==> config.mk <==
export PLATFORM = sky130hd
export DESIGN_NAME = sc_lane_scheduler
export DESIGN_NICKNAME = d
export VERILOG_FILES = /design/src/rtl/sc_lane_scheduler.sv
export SDC_FILE = /design/constraint.sdc
export NUM_CORES = 1
export LEC_CHECK = 0
export CORE_ASPECT_RATIO = 1.2
export CORE_MARGIN = 10
export CORE_UTILIZATION = 50
export CTS_CLUSTER_SIZE = 20
export DETAILED_ROUTE_END_ITERATION = 7
export GPL_ROUTABILITY_DRIVEN = 1
export GPL_TIMING_DRIVEN = 0
export PLACE_DENSITY = 0.77
export SLEW_MARGIN = 20
export SYNTH_ARGS = -nofsm -noshare
export SYNTH_HDL_FRONTEND = slang
export SYNTH_SLANG_ARGS = --single-unit
==> constraint.sdc <==
create_clock -name SC_LANESCHEDULER_CLOCK_50 -period 4.7 [get_ports SC_LANESCHEDULER_CLOCK_50]
set_clock_uncertainty 0.05 [all_clocks]
set_input_delay 0.47 -clock SC_LANESCHEDULER_CLOCK_50 [delete_from_list [all_inputs] [get_ports SC_LANESCHEDULER_CLOCK_50]]
set_output_delay 0.47 -clock SC_LANESCHEDULER_CLOCK_50 [all_outputs]
set_load 0.05 [all_outputs]
==> src/rtl/sc_lane_scheduler.sv <==
// Frogger obstacle-lane scheduler: a programmable tick starts a sweep that strobes each lane
// once, in order. Each sweep ends with a collision-check pulse. Sweeps stall behind frog updates.
module sc_lane_scheduler #(
    parameter int NUM_LANES    = 4,
    parameter int TICK_WIDTH   = 24,
    parameter int BASE_PERIOD  = 5000000,
    parameter int MIN_PERIOD   = 1000000,
    parameter int SPEEDUP_STEP = 500000
) (
    input  logic                 SC_LANESCHEDULER_CLOCK_50,
    input  logic                 SC_LANESCHEDULER_RESET_InHigh,
    input  logic                 SC_LANESCHEDULER_startGame_InLow,
    input  logic                 SC_LANESCHEDULER_gameOver_InHigh,
    input  logic                 SC_LANESCHEDULER_levelUp_InHigh,
    input  logic                 SC_LANESCHEDULER_frogBusy_InHigh,
    input  logic [NUM_LANES-1:0] SC_LANESCHEDULER_laneDirection_In,
    output logic [NUM_LANES-1:0] SC_LANESCHEDULER_laneShift_OutLow,
    output logic [1:0]           SC_LANESCHEDULER_shiftselection_Out,
    output logic                 SC_LANESCHEDULER_collisionCheck_OutHigh,
    output logic                 SC_LANESCHEDULER_running_OutHigh,
    output logic [3:0]           SC_LANESCHEDULER_level_Out
);

    localparam int IDX_W = (NUM_LANES > 1) ? $clog2(NUM_LANES) : 1;

    localparam logic [TICK_WIDTH-1:0] BASE_P   = TICK_WIDTH'(BASE_PERIOD);
    localparam logic [TICK_WIDTH-1:0] MIN_P    = TICK_WIDTH'(MIN_PERIOD);
    localparam logic [TICK_WIDTH-1:0] ONE_T    = TICK_WIDTH'(1);
    localparam logic [TICK_WIDTH:0]   STEP_W   = (TICK_WIDTH + 1)'(SPEEDUP_STEP);
    localparam logic [TICK_WIDTH:0]   SAT_W    = (TICK_WIDTH + 1)'(SPEEDUP_STEP + MIN_PERIOD);
    localparam logic [IDX_W-1:0]      LAST_IDX = IDX_W'(NUM_LANES - 1);
    localparam logic [IDX_W-1:0]      ONE_IDX  = IDX_W'(1);

    typedef enum logic [2:0] {
        S_IDLE,
        S_WAIT_TICK,
        S_SHIFT,
        S_CHECK,
        S_STOPPED
    } state_e;

    logic                  clk;
    logic                  rst;
    logic                  start_n;
    logic                  game_over;
    logic                  level_up;
    logic                  frog_busy;
    logic [NUM_LANES-1:0]  lane_dir;

    state_e                state_q, state_d;
    logic [TICK_WIDTH-1:0] count_q, count_d;
    logic [IDX_W-1:0]      idx_q, idx_d;
    logic [TICK_WIDTH-1:0] period_q, period_d;
    logic [3:0]            level_q, level_d;

    logic                  active;
    logic [TICK_WIDTH:0]   period_ext;
    logic [TICK_WIDTH:0]   period_dec;
    logic [TICK_WIDTH-1:0] sped_period;
    logic [NUM_LANES-1:0]  lane_shift_n;
    logic [1:0]            shift_sel;
    logic                  collision;

    assign clk       = SC_LANESCHEDULER_CLOCK_50;
    assign rst       = SC_LANESCHEDULER_RESET_InHigh;
    assign start_n   = SC_LANESCHEDULER_startGame_InLow;
    assign game_over = SC_LANESCHEDULER_gameOver_InHigh;
    assign level_up  = SC_LANESCHEDULER_levelUp_InHigh;
    assign frog_busy = SC_LANESCHEDULER_frogBusy_InHigh;
    assign lane_dir  = SC_LANESCHEDULER_laneDirection_In;

    assign active = (state_q == S_WAIT_TICK) || (state_q == S_SHIFT) || (state_q == S_CHECK);

    // One extra bit of headroom, so a small period saturates to the floor instead of wrapping.
    assign period_ext  = {1'b0, period_q};
    assign period_dec  = period_ext - STEP_W;
    assign sped_period = (period_ext < SAT_W) ? MIN_P : period_dec[TICK_WIDTH-1:0];

    // NOTE: sequential state uses non-blocking assignments only; the next-state logic lives in always_comb.
    always_ff @(posedge clk or posedge rst) begin
        if (rst) begin
            state_q  <= S_IDLE;
            count_q  <= '0;
            idx_q    <= '0;
            period_q <= BASE_P;
            level_q  <= '0;
        end else begin
            state_q  <= state_d;
            count_q  <= count_d;
            idx_q    <= idx_d;
            period_q <= period_d;
            level_q  <= level_d;
        end
    end

    // NOTE: every signal assigned below gets a default first, so no path can infer a latch.
    always_comb begin
        state_d      = state_q;
        count_d      = count_q;
        idx_d        = idx_q;
        period_d     = period_q;
        level_d      = level_q;
        lane_shift_n = '1;
        shift_sel    = 2'b11;
        collision    = 1'b0;

        if (active && level_up && !game_over) begin
            period_d = sped_period;
            level_d  = (level_q == 4'hF) ? level_q : level_q + 4'd1;
        end

        unique case (state_q)
            S_IDLE: begin
                if (!start_n && !game_over) begin
                    state_d  = S_WAIT_TICK;
                    count_d  = '0;
                    idx_d    = '0;
                    period_d = BASE_P;
                    level_d  = '0;
                end
            end
            S_WAIT_TICK: begin
                if (game_over) begin
                    state_d = S_STOPPED;
                end else if (count_q >= period_q - ONE_T) begin
                    count_d = '0;
                    idx_d   = '0;
                    state_d = S_SHIFT;
                end else begin
                    count_d = count_q + ONE_T;
                end
            end
            S_SHIFT: begin
                if (game_over) begin
                    state_d = S_STOPPED;
                end else if (!frog_busy) begin
                    lane_shift_n[idx_q] = 1'b0;
                    shift_sel           = lane_dir[idx_q] ? 2'b01 : 2'b10;
                    if (idx_q == LAST_IDX) begin
                        state_d = S_CHECK;
                    end else begin
                        idx_d = idx_q + ONE_IDX;
                    end
                end
            end
            S_CHECK: begin
                if (game_over) begin
                    state_d = S_STOPPED;
                end else begin
                    collision = 1'b1;
                    count_d   = '0;
                    state_d   = S_WAIT_TICK;
                end
            end
            S_STOPPED: begin
                // Returning only on release stops a held start button from restarting the game.
                if (start_n) begin
                    state_d = S_IDLE;
                end
            end
            default: begin
                state_d = S_IDLE;
            end
        endcase
    end

    assign SC_LANESCHEDULER_laneShift_OutLow       = lane_shift_n;
    assign SC_LANESCHEDULER_shiftselection_Out     = shift_sel;
    assign SC_LANESCHEDULER_collisionCheck_OutHigh = collision;
    assign SC_LANESCHEDULER_running_OutHigh        = active;
    assign SC_LANESCHEDULER_level_Out              = level_q;

endmodule

* Yosys cells after proc, flatten, opt, wreduce, memory -nomap -nowiden
Cells that the tools add are included.
Operators by class: add/subtract/negate cells 5, $mul 0, divide/modulo/power cells 0, magnitude comparators 4, equal/unequal tests 17, shift-type cells 0, muxes and demuxes 42, bitwise gates (word level) 1, reduce and logical (&&, ||, !) cells 14
Operators by type and width (count):
- 2-to-1 mux 24 bit | 8
- case mux 24 bit (3 select lines) | 1
- 2-to-1 mux 4 bit | 7
- adder 24 x 1 -> 24 bit, second input constant | 1
- >= comparator 24 bit | 1
- < comparator 24 x 21 -> 1 bit, second input constant | 1
- 2-to-1 mux 3 bit | 8
- subtractor 24 x 1 -> 24 bit, second input constant | 1
- subtractor 24 x 19 -> 24 bit, second input constant | 1
- 2-to-1 mux 2 bit | 10
- case mux 3 bit (5 select lines) | 1
- inequality test 2 bit, second input constant | 7
- AND reduction 7 bit | 1
- equality test 3 x 2 -> 1 bit, second input constant | 2
- inequality test 3 x 2 -> 1 bit, second input constant | 2
- case mux 2 bit (3 select lines) | 1
- nonzero test 3 bit | 2
- AND reduction 5 bit | 1
- adder 4 x 1 -> 4 bit, second input constant | 1
- equality test 4 bit, second input constant | 1
- logical AND 1 bit | 4
- 2-to-1 mux 1 bit | 4
- NOT 4 bit | 1
- AND reduction 4 bit | 1
- other kinds (13) | 15
Storage, ports and cells: flip-flop bits (word level) 57, bits in latches 0, bits in writable memories 0, bits in read-only memories 0, input bits 10, output and inout port bits 12, memories 0

* Depth between registers and ports, before layout
Gate-level depths: netlist of run 1.
word-level depth 8, gate-level depth with buffers 15

* Worst setup path after synthesis of run 1
Ideal clock, no wire load.
path kind reg-to-reg, start point register period_q[10], end point register count_q[1], setup time 0.076 ns, arrival 3.608 ns, required time 4.574 ns, setup slack 0.965 ns, stages on the path, launching flop included 15, path buffers 2, period minus slack after synthesis 3.735 ns, path through dfrtp_1 buf_4 or4_4 nor3_2 nand4_2 or3b_4 nor3_2 xnor2_1 ha_1 a2111oi_0 o221ai_1 a211oi_4 nand2_1 buf_2 o21ai_1
On the way: word-level cells in the longest chain between the ends 5
Ends and longest elaborated chain:
- start, declared | RTL line 53 | logic [TICK_WIDTH-1:0] period_q, period_d;
- start signal, assigned | RTL line 91 | period_q <= period_d;
- subtractor 24 x 1 -> 24 bit | RTL line 125 | end else if (count_q >= period_q - ONE_T) begin
- >= comparator 24 bit | RTL line 125
- 2-to-1 mux 24 bit | RTL line 125
- 2-to-1 mux 24 bit | RTL line 123 | if (game_over) begin
- case mux 24 bit (3 select lines) | RTL line 112 | unique case (state_q)
- end signal, assigned | RTL line 89 | count_q <= count_d;
- end, declared | RTL line 51 | logic [TICK_WIDTH-1:0] count_q, count_d;
No other way between the ends. The select of a mux whose other input is x is not followed. A chain may end at the register's enable or synchronous reset.

* Worst setup path after layout of run 1
start point register period_q[9], end point register count_q[1]
The elaborated chain is that of the path after synthesis.

==> results of run 1 <==
==> state kept, by name (all words and copies together) (netlist names) <==
signal / flops
count_q: 24
SC_LANESCHEDULER_level_Out: 4
period_q: 24
state_q: 3
idx_q: 2
==> repair_timing <==
item | 4_1_cts | 5_1_grt
endpoints found under the setup margin | 0 | 28
buffers inserted | 0 | 2
resized for setup | 0 | 4
==> power breakdown <==
part | switching (mW) | internal [mW]
Sequential | 0.0672 | 0.578
Combinational | 0.518 | 0.287
Clock | 0.197 | 0.288
==> synthesized netlist by cell type (3+ instances only) <==
| cell | n |
|---|---|
| nand3b_1 | 3 |
| a31oi_1 | 5 |
| o21ai_0 | 5 |
| o211ai_1 | 5 |
| nor3_1 | 20 |
| nor4_1 | 4 |
| nor2_1 | 49 |
| nand3_1 | 15 |
| o21ai_1 | 6 |
| nand4_1 | 12 |
| xor2_1 | 21 |
| o22ai_1 | 5 |
| xnor2_1 | 35 |
| nor2b_1 | 8 |
| and4_1 | 4 |
| dfrtp_1 | 49 |
| nand2b_1 | 5 |
| a21o_1 | 3 |
| a21oi_1 | 35 |
| dfstp_2 | 8 |
| inv_1 | 19 |
| clkbuf_1 | 12 |
| ha_1 | 33 |
| nand2_1 | 44 |
| buf_2 | 4 |
| and2_1 | 5 |
| o21a_1 | 6 |
| nor3_2 | 3 |
==> path summary, 6_finish.rpt <==
kind / startpoint / to / slack, ns / depth (start not counted)
max: period_q[9]$_DFF_PP1_ / count_q[1]$_DFFE_PP0P_ / 0.44 / 15
min: SC_LANESCHEDULER_level_Out[3]$_DFF_PP0_ / SC_LANESCHEDULER_level_Out[3]$_DFF_PP0_ / 0.49 / 1
max reg2reg: period_q[9]$_DFF_PP1_ / count_q[1]$_DFFE_PP0P_ / 0.44 / 15
min reg2reg: SC_LANESCHEDULER_level_Out[3]$_DFF_PP0_ / SC_LANESCHEDULER_level_Out[3]$_DFF_PP0_ / 0.49 / 1
max in group asynchronous: SC_LANESCHEDULER_RESET_InHigh / period_q[1]$_DFF_PP0_ / 3.59 / 2
min in group asynchronous: SC_LANESCHEDULER_RESET_InHigh / period_q[20]$_DFF_PP0_ / 0.55 / 2
==> logic make-up (layout without fill, tap and decap cells) <==
kind of cell / Yosys count / in the layout
muxes: 2 / 2
AOI/OAI and AO/OA: 88 / 88
xor gates and xnor gates: 56 / 56
and+or+nand+nor: 186 / 186
adders and majority gates: 33 / 33
DFF: 57 / 57
buffers and inverters: 37 / 76
==> layer usage <==
layer / track usage, % / share of wire, % / vias up
met5: 0 / 0 / -
met3: 3.73 / 4.1 / 25
met1: 19.9 / 44 / 1672
met4: 7.60 / 3.0 / 0
met2: 27.2 / 49 / 83
li1: - / - / 1690
==> area by class of cell <==
type,count,area (µm²)
timing repair buffer,23,225
buffer,18,76.3
inverter,19,73.8
sequential,57,1440
fill,673,3180
clock inverter,2,35.0
multi-input combinational,365,2480
tap,92,115
clock buffer,14,173
==> stage by stage <==
step                      hold slack, ns  power (mW)
after floorplan                    0.443        1.22
after global placement             0.468        1.39
after detailed placement           0.473        1.42
after CTS                          0.487        1.91
after global routing               0.516        2.06
final                              0.487        1.94
==> critical path, cell delays in order (launching register included) <==
cell and delay [ns]:
dfstp_2 0.36, clkbuf_1 0.20, or4_4 0.49, nor3_2 0.16
nand4_2 0.17, or3b_4 0.46, nor3_2 0.18, xnor2_1 0.15
ha_1 0.28, a2111oi_1 0.44, o221ai_1 0.29, a211oi_4 0.26
buf_4 0.20, nand2_1 0.07, buf_2 0.24, o21ai_1 0.17
==> results.ini, run 1 <==
[synthesis]
syn_nets=502
synth_top_cell_by_area=dfrtp_1
synthAdderAreaFrac_pct=10.2
synthCells=459
ys_warn_count=0
synth_area_leaders=dfrtp_1 (30%), ha_1 (10%), xnor2_1 (7.6%)
synth-xor-area-share_pct=12.1
synth_ff_type=dfrtp_1
synth_compound_area_share_pct=14.1
avgSynthCellArea_um2=8.80
synthDistinctLibCells=58
synth_edf_count=0
synth_top_family_by_area=simple AND/OR/NAND/NOR gates
async_flop_share_pct=100
ys_ff_latch=57
synth_top_area_share_pct=30.4
synth_area_um2=4040
yosysSeqAreaShare_pct=35.6
synth-simple-area-share_pct=23.5
muxShareOfSynthArea_pct=0.806

[floorplanning]
fp.dieW_um=102
die_h_um=118
core_um2=7790
start_util_pct=51.8
die_area_um2=12100
rows=35
pin_count=22

[global_route]
grt_max_degree=58
grt_pass1_vias=3476
grt_pass1_wl_um=16400
grt_overflow=0
grt_antenna_before_repair=0
grt_usage_pct=16.5

[detailed_routing]
wl_um=9600
drc=0
drt_iter0_markers=136
wl_per_cell_um=16.3
vias=3470
ant_nets=0
drt_pass1_iterations=4
vias_per_cell=5.88

[sta]
hold_viol_final=0
tightestPinTransition_ns=0.812
min_period_ns=4.26
timing.fmax_mhz=235
fin_ws_ns=0.437
rsz0062_at_grt=false
finalCritPeriodShare_pct=90.7
relSlewSlack_pct=45.3
setup_viol=0
slew_viol_final=0
finalSetupTns_ns=0

[layout]
area_growth_pct=14.3
final_cell_mix=dfrtp_1 (49), nor2_1 (49), nand2_1 (44), a21oi_1 (35), xnor2_1 (35)
final_util_pct=59.2
fin_area_um2=4620
layout.nets=536
antenna_cells=0
layoutNonFillerInstCount=590
drive_above_1_share_pct=9.44

[worst_setup_path]
worstPathRequired_ns=4.92
crit_type=flip-flop to flip-flop
crit_path_end_kind=flip-flop
crit_arrival_ns=4.49
crit_path_start_kind=flip-flop
worstPathMaxFanout=10

[placed_design]
dp_cells=572
post_dp_cell_area_um2=4370
pre_cts_ws_ns=0.207
port_buffers=21
place.gp.congestion=0.881
place_hpwl_um=6990

[cts]
ctsHoldBuffers=0
clk_latency_ns=0.35
cts_htree_levels=3
clkSinkCount=57
clockBufferDepth=2
root_buffer=clkbuf_8
numCtsBuffers=9
clkTransAtPathRegs_ns=0.07
cts_tree=done

[pwr]
power_leakage_nw=1.88
power_density_nw_per_um2=419
peakVddDrop_mv=0.320

[worst_hold_path]
hp-class=flip-flop to flip-flop

[status]
status=completed

[run]
max_cap_violations=0

(Power assumes the default switching activity.)
==> run 2, diff against run 1 <==
Settings changed: CAP_MARGIN from default to 10.
==> results of run 2 <==
No change in the layout: final DEF, timing and power equal those of run 1.
==> run 3, diff against run 2 <==
Settings changed: CORE_MARGIN 10 to 3, CTS_BUF_LIST from default to sky130_fd_sc_hd__clkbuf_8.
==> run 3 against run 2 <==
Register-to-register slack worse by 0.08 ns. Global-route usage is 5.1 points higher. Final cell count is 0.34% lower. Worst hold slack worse by 0.0035 ns. Setup slack worse by 0.079 ns.
==> results.ini, run 3 (synthesis results as in run 1) <==
[status]
status=completed

[floorplanning]
start_util_pct=52.1  ; +0.29 points
rows=35  ; unchanged
fp.dieW_um=88.0  ; -14%
core_um2=7750  ; -0.56%
die_h_um=104  ; -12%
die_area_um2=9190  ; -24%
pin_count=22  ; unchanged

[sta]
relSlewSlack_pct=46.8  ; +1.4 points
slew_viol_final=0  ; unchanged
finalSetupTns_ns=0  ; unchanged
rsz0062_at_grt=false
setup_viol=0  ; unchanged
hold_viol_final=0  ; unchanged
timing.fmax_mhz=230  ; -1.8%
min_period_ns=4.34  ; +0.0786 ns
finalCritPeriodShare_pct=92.4  ; +1.7 points
tightestPinTransition_ns=0.791  ; -0.0211 ns

[cts]
numCtsBuffers=9  ; unchanged
clk_latency_ns=0.35  ; about the same
root_buffer=clkbuf_8
cts_htree_levels=3  ; unchanged
clkSinkCount=57  ; unchanged
ctsHoldBuffers=0  ; unchanged
clkTransAtPathRegs_ns=0.06  ; about the same
cts_tree=done
clockBufferDepth=2  ; unchanged

[worst_hold_path]
hp-class=flip-flop to flip-flop

[pwr]
peakVddDrop_mv=0.343  ; +7.2%
power_density_nw_per_um2=396  ; -5.5%
total_power_mw=1.80  ; -7.2%
power_leakage_nw=1.86  ; -1.3%

[detailed_routing]
drt_pass1_iterations=4  ; unchanged
vias=3486  ; +0.46%
vias_per_cell=5.93  ; +0.80%
drt_iter0_markers=223  ; +64%
ant_nets=0  ; unchanged
drc=0  ; unchanged
wl_um=9290  ; -3.2%
wl_per_cell_um=15.8  ; -2.9%

[worst_setup_path]
crit_type=flip-flop to flip-flop
crit_arrival_ns=4.55  ; +0.06 ns
crit_path_start_kind=flip-flop
crit_path_end_kind=flip-flop
worstPathRequired_ns=4.91  ; about the same
worstPathMaxFanout=10  ; unchanged

[layout]
antenna_cells=0  ; unchanged
drive_above_1_share_pct=8.67  ; -0.77 points
area_growth_pct=12.3
final_cell_mix=dfrtp_1 (49), nor2_1 (49), nand2_1 (44), a21oi_1 (35), xnor2_1 (35)
fin_area_um2=4530  ; -1.8%
layoutNonFillerInstCount=588  ; -0.34%
layout.nets=534  ; -0.37%

[placed_design]
place.gp.congestion=0.913  ; +3.6%
dp_cells=572  ; unchanged
place_hpwl_um=6920  ; -0.93%
port_buffers=21  ; unchanged
post_dp_cell_area_um2=4370  ; unchanged

[global_route]
grt_usage_pct=21.6  ; +5.1 points
grt_antenna_before_repair=0  ; unchanged
grt_pass1_vias=3457  ; -0.55%
grt_max_degree=58  ; unchanged
grt_overflow=0  ; unchanged
grt_pass1_wl_um=15900  ; -3.2%

[run]
max_cap_violations=0  ; unchanged

==> run 3: changes by cell type in the layout (fill, tap and decap cells not counted), moves of 2 or more <==
cell | before | now
buf_4 | 3 | 1
clkbuf_1 | 14 | 12
clkbuf_8 | 12 | 9
clkinv_2 | 1 | 4
inv_1 | 18 | 21
==> run 3: report_power, final <==
group / internal [mW] / leakage [nW] / switching [mW] / total [mW]
logic: 0.276 / 0.998 / 0.500 / 0.776
clock network: 0.181 / 0.0963 / 0.191 / 0.372
registers: 0.578 / 0.762 / 0.0691 / 0.648
==> run 3: area by class of cell <==
type | count | area [µm²]
clock buffers | 9 | 124
inverters | 19 | 73.8
well taps | 92 | 115
flip-flops and latches | 57 | 1440
fillers | 667 | 3220
clock inverters | 7 | 31.3
multi-input cells | 365 | 2470
plain buffers | 18 | 76.3
repair buffers | 21 | 210
==> run 3: worst paths after layout <==
path / from / to / slack (ns) / cells past startpoint
worst max register to register: period_q[3]$_DFF_PP0_ / count_q[15]$_DFFE_PP0P_ / 0.36 / 13
worst max-delay path: period_q[3]$_DFF_PP0_ / count_q[15]$_DFFE_PP0P_ / 0.36 / 13
min in group asynchronous: SC_LANESCHEDULER_RESET_InHigh / count_q[19]$_DFFE_PP0P_ / 0.53 / 2
worst min register to register: period_q[6]$_DFF_PP1_ / period_q[6]$_DFF_PP1_ / 0.48 / 2
worst min-delay path: period_q[6]$_DFF_PP1_ / period_q[6]$_DFF_PP1_ / 0.48 / 2
max in group asynchronous: SC_LANESCHEDULER_RESET_InHigh / period_q[13]$_DFF_PP0_ / 3.58 / 2
==> run 3: routing by layer <==
metal	up-vias	GRT usage, %	share of wire, %
met5	-	0	0
met4	0	10.3	2.1
met3	19	2.77	4.0
met2	87	36.2	50
met1	1692	27.2	44
li1	1688	-	-
==> run 3: repair_timing <==
action,CTS,global route
endpoints found under the hold margin,0,0
endpoints found under the setup margin,0,24
resized for setup,0,1
setup buffers,0,0
==> run 3: critical path, cell delays in order, from the launching register on <==
cell,delay [ns]
dfrtp_1,0.45
or4_4,0.57
o21ai_2,0.21
nand4_2,0.18
or3b_4,0.46
nor3_2,0.18
xnor2_1,0.14
ha_1,0.27
a2111oi_0,0.44
o221ai_1,0.28
a211oi_4,0.48
nand2_1,0.12
buf_2,0.24
a21oi_1,0.18
==> run 3: through the flow <==
stage	util, %	hold slack (ns)	worst slack, ns
3_5_place_dp	56.4	0.474	0.241
5_1_grt	58.5	0.518	0.0346
4_1_cts	58.4	0.483	0.227
6_report	58.5	0.483	0.358
2_1_floorplan	-	0.443	0.965
3_3_place_gp	56.3	0.468	0.302
==> RTL edit 1, RTL diff (config.mk and constraints of run 3) <==
Set the parameter `TICK_WIDTH` to 48 (it was 24).
--- a/src/rtl/sc_lane_scheduler.sv
+++ b/src/rtl/sc_lane_scheduler.sv
@@ -2,7 +2,7 @@
 // once, in order. Each sweep ends with a collision-check pulse. Sweeps stall behind frog updates.
 module sc_lane_scheduler #(
     parameter int NUM_LANES    = 4,
-    parameter int TICK_WIDTH   = 24,
+    parameter int TICK_WIDTH   = 48,
     parameter int BASE_PERIOD  = 5000000,
     parameter int MIN_PERIOD   = 1000000,
     parameter int SPEEDUP_STEP = 500000
Check against the original RTL: no difference found for any inputs over 10 cycles, from zero or initial values and one cycle with SC_LANESCHEDULER_RESET_InHigh high; that may be too few to reach the edited logic, so the function may still have changed.
==> RTL edit 1 against run 3 <==
  * Hold slack got worse by 0.050 ns
  * Global-route usage grew 0.13 points
  * Non-clock buffer count rose by 15
  * Final area rose by 79%
  * Die area rose by 77%
  * First-iteration DRC count is 61% higher
  * Sequential cell count is 48 higher
  * Total power increased by 61%
  * Final cell count grew 74%
  * Worst setup slack got worse by 0.12 ns
  * Synthesized cell count increased by 77%
  * Routed wire length grew 80%
  * Area after synthesis grew 82%
  * Fmax is 2.7% lower
  * Critical path type unchanged
  * Critical endpoint is now count_q[43]
==> RTL edit 1: results (changes against run 3) <==
| Metric | Value |
|---|---|
| Nets | 914 (+71%) |
| Detail-routed via count per cell | 5.806 (-2.1%) |
| GPL Wtd Cong | 0.8645 (-5.3%) |
| Distinct cells, synth | 63 (+8.6%) |
| Fraction of met2 tracks used by global routing | 36.23% (+0.077 points) |
| First-pass GRT wire length | 28.57 mm (+80%) |
| Setup slack after placement | -0.5661 ns (-0.8067 ns) |
| Area after detailed placement | 0.007823 sq mm (+79%) |
| Fraction of final layout cells sized beyond drive strength 1 | 11.85% (+3.2 points) |
| Die ar. | 0.01623 sq mm (+77%) |
| Filler cell count | 1252 (+88%) |
| Final core utilization | 57.51% (-0.99 points) |
| Grt met3 use | 2.575% (-0.20 points) |
| Bufs w/o clock | 54 (+38%) |
| Number of global-route vias before repair | 5864 (+70%) |
| Pin count of the biggest net entering global routing | 55 (-5.2%) |
| Complex-gate fraction of the synthesized area | 7.644% (-6.5 points) |
| Largest vdd supply drop | 0.2784 mV (-19%) |
| Routed WL | 16.76 mm (+80%) |
| Length of routed wiring on met1 | 7.328 mm (+80%) |
| Arr. time, crit path | 4.70 ns (+0.15 ns) |
| Routed wire per std cell | 16.38 microns (+3.7%) |
| Initial detailed-routing violation count | 359 (+61%) |
| All-Layer GR Usage | 21.77% (+0.13 points) |
| Reg2Reg Depth | 15 (+2) |
| HPWL after detailed placement | 12.47 mm (+80%) |
| Post-synthesis mux area share | 0.5775% (-0.23 points) |
| Insertion delay to the later sink of the worst-skew pair | 0.40 ns (+0.05 ns) |
| Synthesized Nets | 880 (+75%) |
| Beginning of the worst register-to-register path | period_q[31] |
| Clock buffers and inverters, area share | 2.281% (-1.1 points) |
| Worst-case register-to-register setup slack | 0.24 ns (-0.12 ns) |
| Sequential-to-total area share from yosys stat | 35.81% (+0.23 points) |
| Non-clock buffer area fraction after layout | 5.488% (-0.83 points) |
| Most numerous cell types in the synthesized netlist | nor2_1 (101), dfrtp_1 (97), xnor2_1 (70), nand2_1 (67), xor2_1 (60) |
| Clk pin slew, worst setup/hold paths | 0.10 ns (+0.04 ns) |
| Wire length on met3 | 476 microns (+29%) |
| Worst Hold Slack | 0.4333 ns (-0.05010 ns) |
| Sequential share of cell area | 32.50% (+0.82 points) |
| CP max-delay cell | or4_1 |
| Worst slew pin tran | 1.186 ns (+0.3943 ns) |
| Fraction of synthesized cell area taken by the top area cell type | 32.95% (+2.6 points) |
| Multi-input gate area | 0.004569 sq mm (+85%) |
| Result of the run | finished clean |
| Number of placed cells counting well taps | 1007 (+76%) |
| Met1 track demand over resource in global routing | 28.36% (+1.1 points) |
| Top post-synthesis cells by area | dfrtp_1 (33%), ha_1 (9.5%), xnor2_1 (8.3%), xor2_1 (7.1%), nor2_1 (5.1%) |
## RTL edit 1: worst register-to-register path, cell delays in order (launching register included)
cell and delay [ns]:
dfrtp_1 0.38, buf_6 0.13, or4_1 0.58, or4_1 0.52
or4_4 0.48, nor3_2 0.16, nand2_1 0.09, xor2_1 0.17
ha_1 0.31, nand4_1 0.13, or2_2 0.34, nor3_1 0.26
nor3_2 0.13, a21oi_4 0.26, clkbuf_2 0.27, nor2_1 0.08
## RTL edit 1: power by group through the flow
stage                     Clock (W)  Sequential, W  Combinational, W
after floorplan                   0        0.00112          0.000876
after global placement            0        0.00112           0.00115
after detailed placement          0        0.00112           0.00117
after CTS                  0.000577        0.00111           0.00120
after global routing       0.000611        0.00113           0.00136
final                      0.000566        0.00111           0.00122
## RTL edit 1: what timing repair did
action	in CTS	in global routing
endpoints found under the hold margin	0	0
pin swaps	0	2
setup endpoints to repair	52	52
buffers inserted	0	1
resized for setup	13	19
==> RTL edit 2, RTL diff (config.mk and constraints of run 3) <==
Without the edit above. Put a register stage on the outputs `SC_LANESCHEDULER_laneShift_OutLow`, `SC_LANESCHEDULER_shiftselection_Out`, `SC_LANESCHEDULER_collisionCheck_OutHigh` and `SC_LANESCHEDULER_running_OutHigh`. The values now appear one clock later. The other outputs are not delayed to match.
--- a/src/rtl/sc_lane_scheduler.sv
+++ b/src/rtl/sc_lane_scheduler.sv
@@ -164,10 +164,12 @@
         endcase
     end
 
-    assign SC_LANESCHEDULER_laneShift_OutLow       = lane_shift_n;
-    assign SC_LANESCHEDULER_shiftselection_Out     = shift_sel;
-    assign SC_LANESCHEDULER_collisionCheck_OutHigh = collision;
-    assign SC_LANESCHEDULER_running_OutHigh        = active;
+    always_ff @(posedge SC_LANESCHEDULER_CLOCK_50) begin
+        SC_LANESCHEDULER_laneShift_OutLow       <= lane_shift_n;
+        SC_LANESCHEDULER_shiftselection_Out     <= shift_sel;
+        SC_LANESCHEDULER_collisionCheck_OutHigh <= collision;
+        SC_LANESCHEDULER_running_OutHigh        <= active;
+    end
     assign SC_LANESCHEDULER_level_Out              = level_q;
 
 endmodule
Check against the original RTL: not equivalent (a bounded check fails within 4 cycles, from zero or initial values and one cycle with SC_LANESCHEDULER_RESET_InHigh high).
==> RTL edit 2 against run 3 <==
  * Total power grew 12%
  * Routed wire length fell by 6.1%
  * Worst setup slack gained 0.25 ns
  * Sequential cell count increased by 8
  * Highest routed layer unchanged
  * Synthesized cell count is 2.8% lower
  * Area after synthesis rose by 1.3%
  * Global-route usage is 1.4 points lower
  * Final area is 2.6% higher
==> RTL edit 2: results (changes against run 3) <==
| Metric | Value |
|---|---|
| Cell leakage power | 2.026 nW (+9.1%) |
| Total power | 0.002017 W (+12%) |
| Routed WL | 8.718 mm (-6.1%) |
| DR WL met2 | 4.450 mm (-4.3%) |
| Worst-case register-to-register setup slack | 0.61 ns (+0.25 ns) |
| Hold Startpoint | state_q[0] |
| Filler-free cell count of the finished design | 574 (-2.4%) |
| Pwr dens | 433.7 mW/mm^2 (+9.5%) |
| Top post-synthesis cells by area | dfrtp_1 (30%), ha_1 (10%), xor2_1 (6.9%), xnor2_1 (5.6%), dfstp_2 (5.1%) |
| Multi-input gate count | 350 (-4.1%) |
| Die ar. | 0.009303 sq mm (+1.2%) |
| Hold Path Sink | SC_LANESCHEDULER_running_OutHigh |
| Wire length on met3 | 446 microns (+21%) |
| Bufs w/o clock | 41 (+5.1%) |
| Met1 track demand over resource in global routing | 24.04% (-3.2 points) |
| Result of the run | finished clean |
| Number of placed cells counting well taps | 559 (-2.3%) |
| Logic power comb | 0.000743 W (-4.3%) |
| Largest vdd supply drop | 0.3407 mV (-0.64%) |
| GPL Wtd Cong | 0.9005 (-1.4%) |
| FF/Latch Area | 0.001597 sq mm (+11%) |
| Seq Cell Count | 65 (+14%) |
| Synthesized Nets | 489 (-2.6%) |
| Nets | 521 (-2.4%) |
| Clock buffers and inverters, area share | 4.923% (+1.5 points) |
| Length of routed wiring on met1 | 3.682 mm (-9.6%) |
| Fraction of met2 tracks used by global routing | 34.71% (-1.4 points) |
| Non-clock buffer area fraction after layout | 6.242% (-0.077 points) |
| Area after detailed placement | 0.004417 sq mm (+1.0%) |
| Switching Share | 36.89% (-5.4 points) |
| Kind of cell adding the most delay to the critical path | simple AND/OR/NAND/NOR gates |
| HPWL after detailed placement | 6.299 mm (-9.0%) |
| Worst stage delay on the critical path | 0.45 ns (-0.12 ns) |
| First-pass DRT Iterations | 7 (+3) |
| Sequential-to-total area share from yosys stat | 39.05% (+3.5 points) |
| Min Tclk post-route | 4.089 ns (-0.2526 ns) |
| Capture point of the worst reg-to-reg path | count_q[4] |
| CP max-delay cell | dfrtp_1 |
| Setup slack after placement | 0.4011 ns (+0.1604 ns) |
| Arr. time, crit path | 4.25 ns (-0.30 ns) |
| Worst slew pin tran | 0.8161 ns (+0.02490 ns) |
| Multi-input gate area | 0.002376 sq mm (-3.7%) |
[RTL edit 2: cell types whose count changed in the layout (fill, tap and decap cells not counted), sizes merged, moves of 4 or more]
cell	delta
nor3	-5
a21oi	-19
inv	-10
nand4	-4
o22ai	-4
clkbuf	+7
xor2	+11
and3	+6
clkinv	-4
dfxtp	+8
xnor2	-9
[RTL edit 2: cells by family after synthesis]
kind of cell | synth area share [%]
DFF | 39.05
xor gates and xnor gates | 12.42
buffers and inverters | 2.968
and+or+nand+nor | 24.24
muxes | 0.7956
adders and majority gates | 10.10
AOI/OAI and AO/OA | 10.44
[RTL edit 2: what timing repair did]
action,in CTS,in global routing
hold buffers,0,0
resized for setup,0,1
endpoints found under the setup margin,0,2
hold endpoints to repair,0,0
buffers inserted,0,0
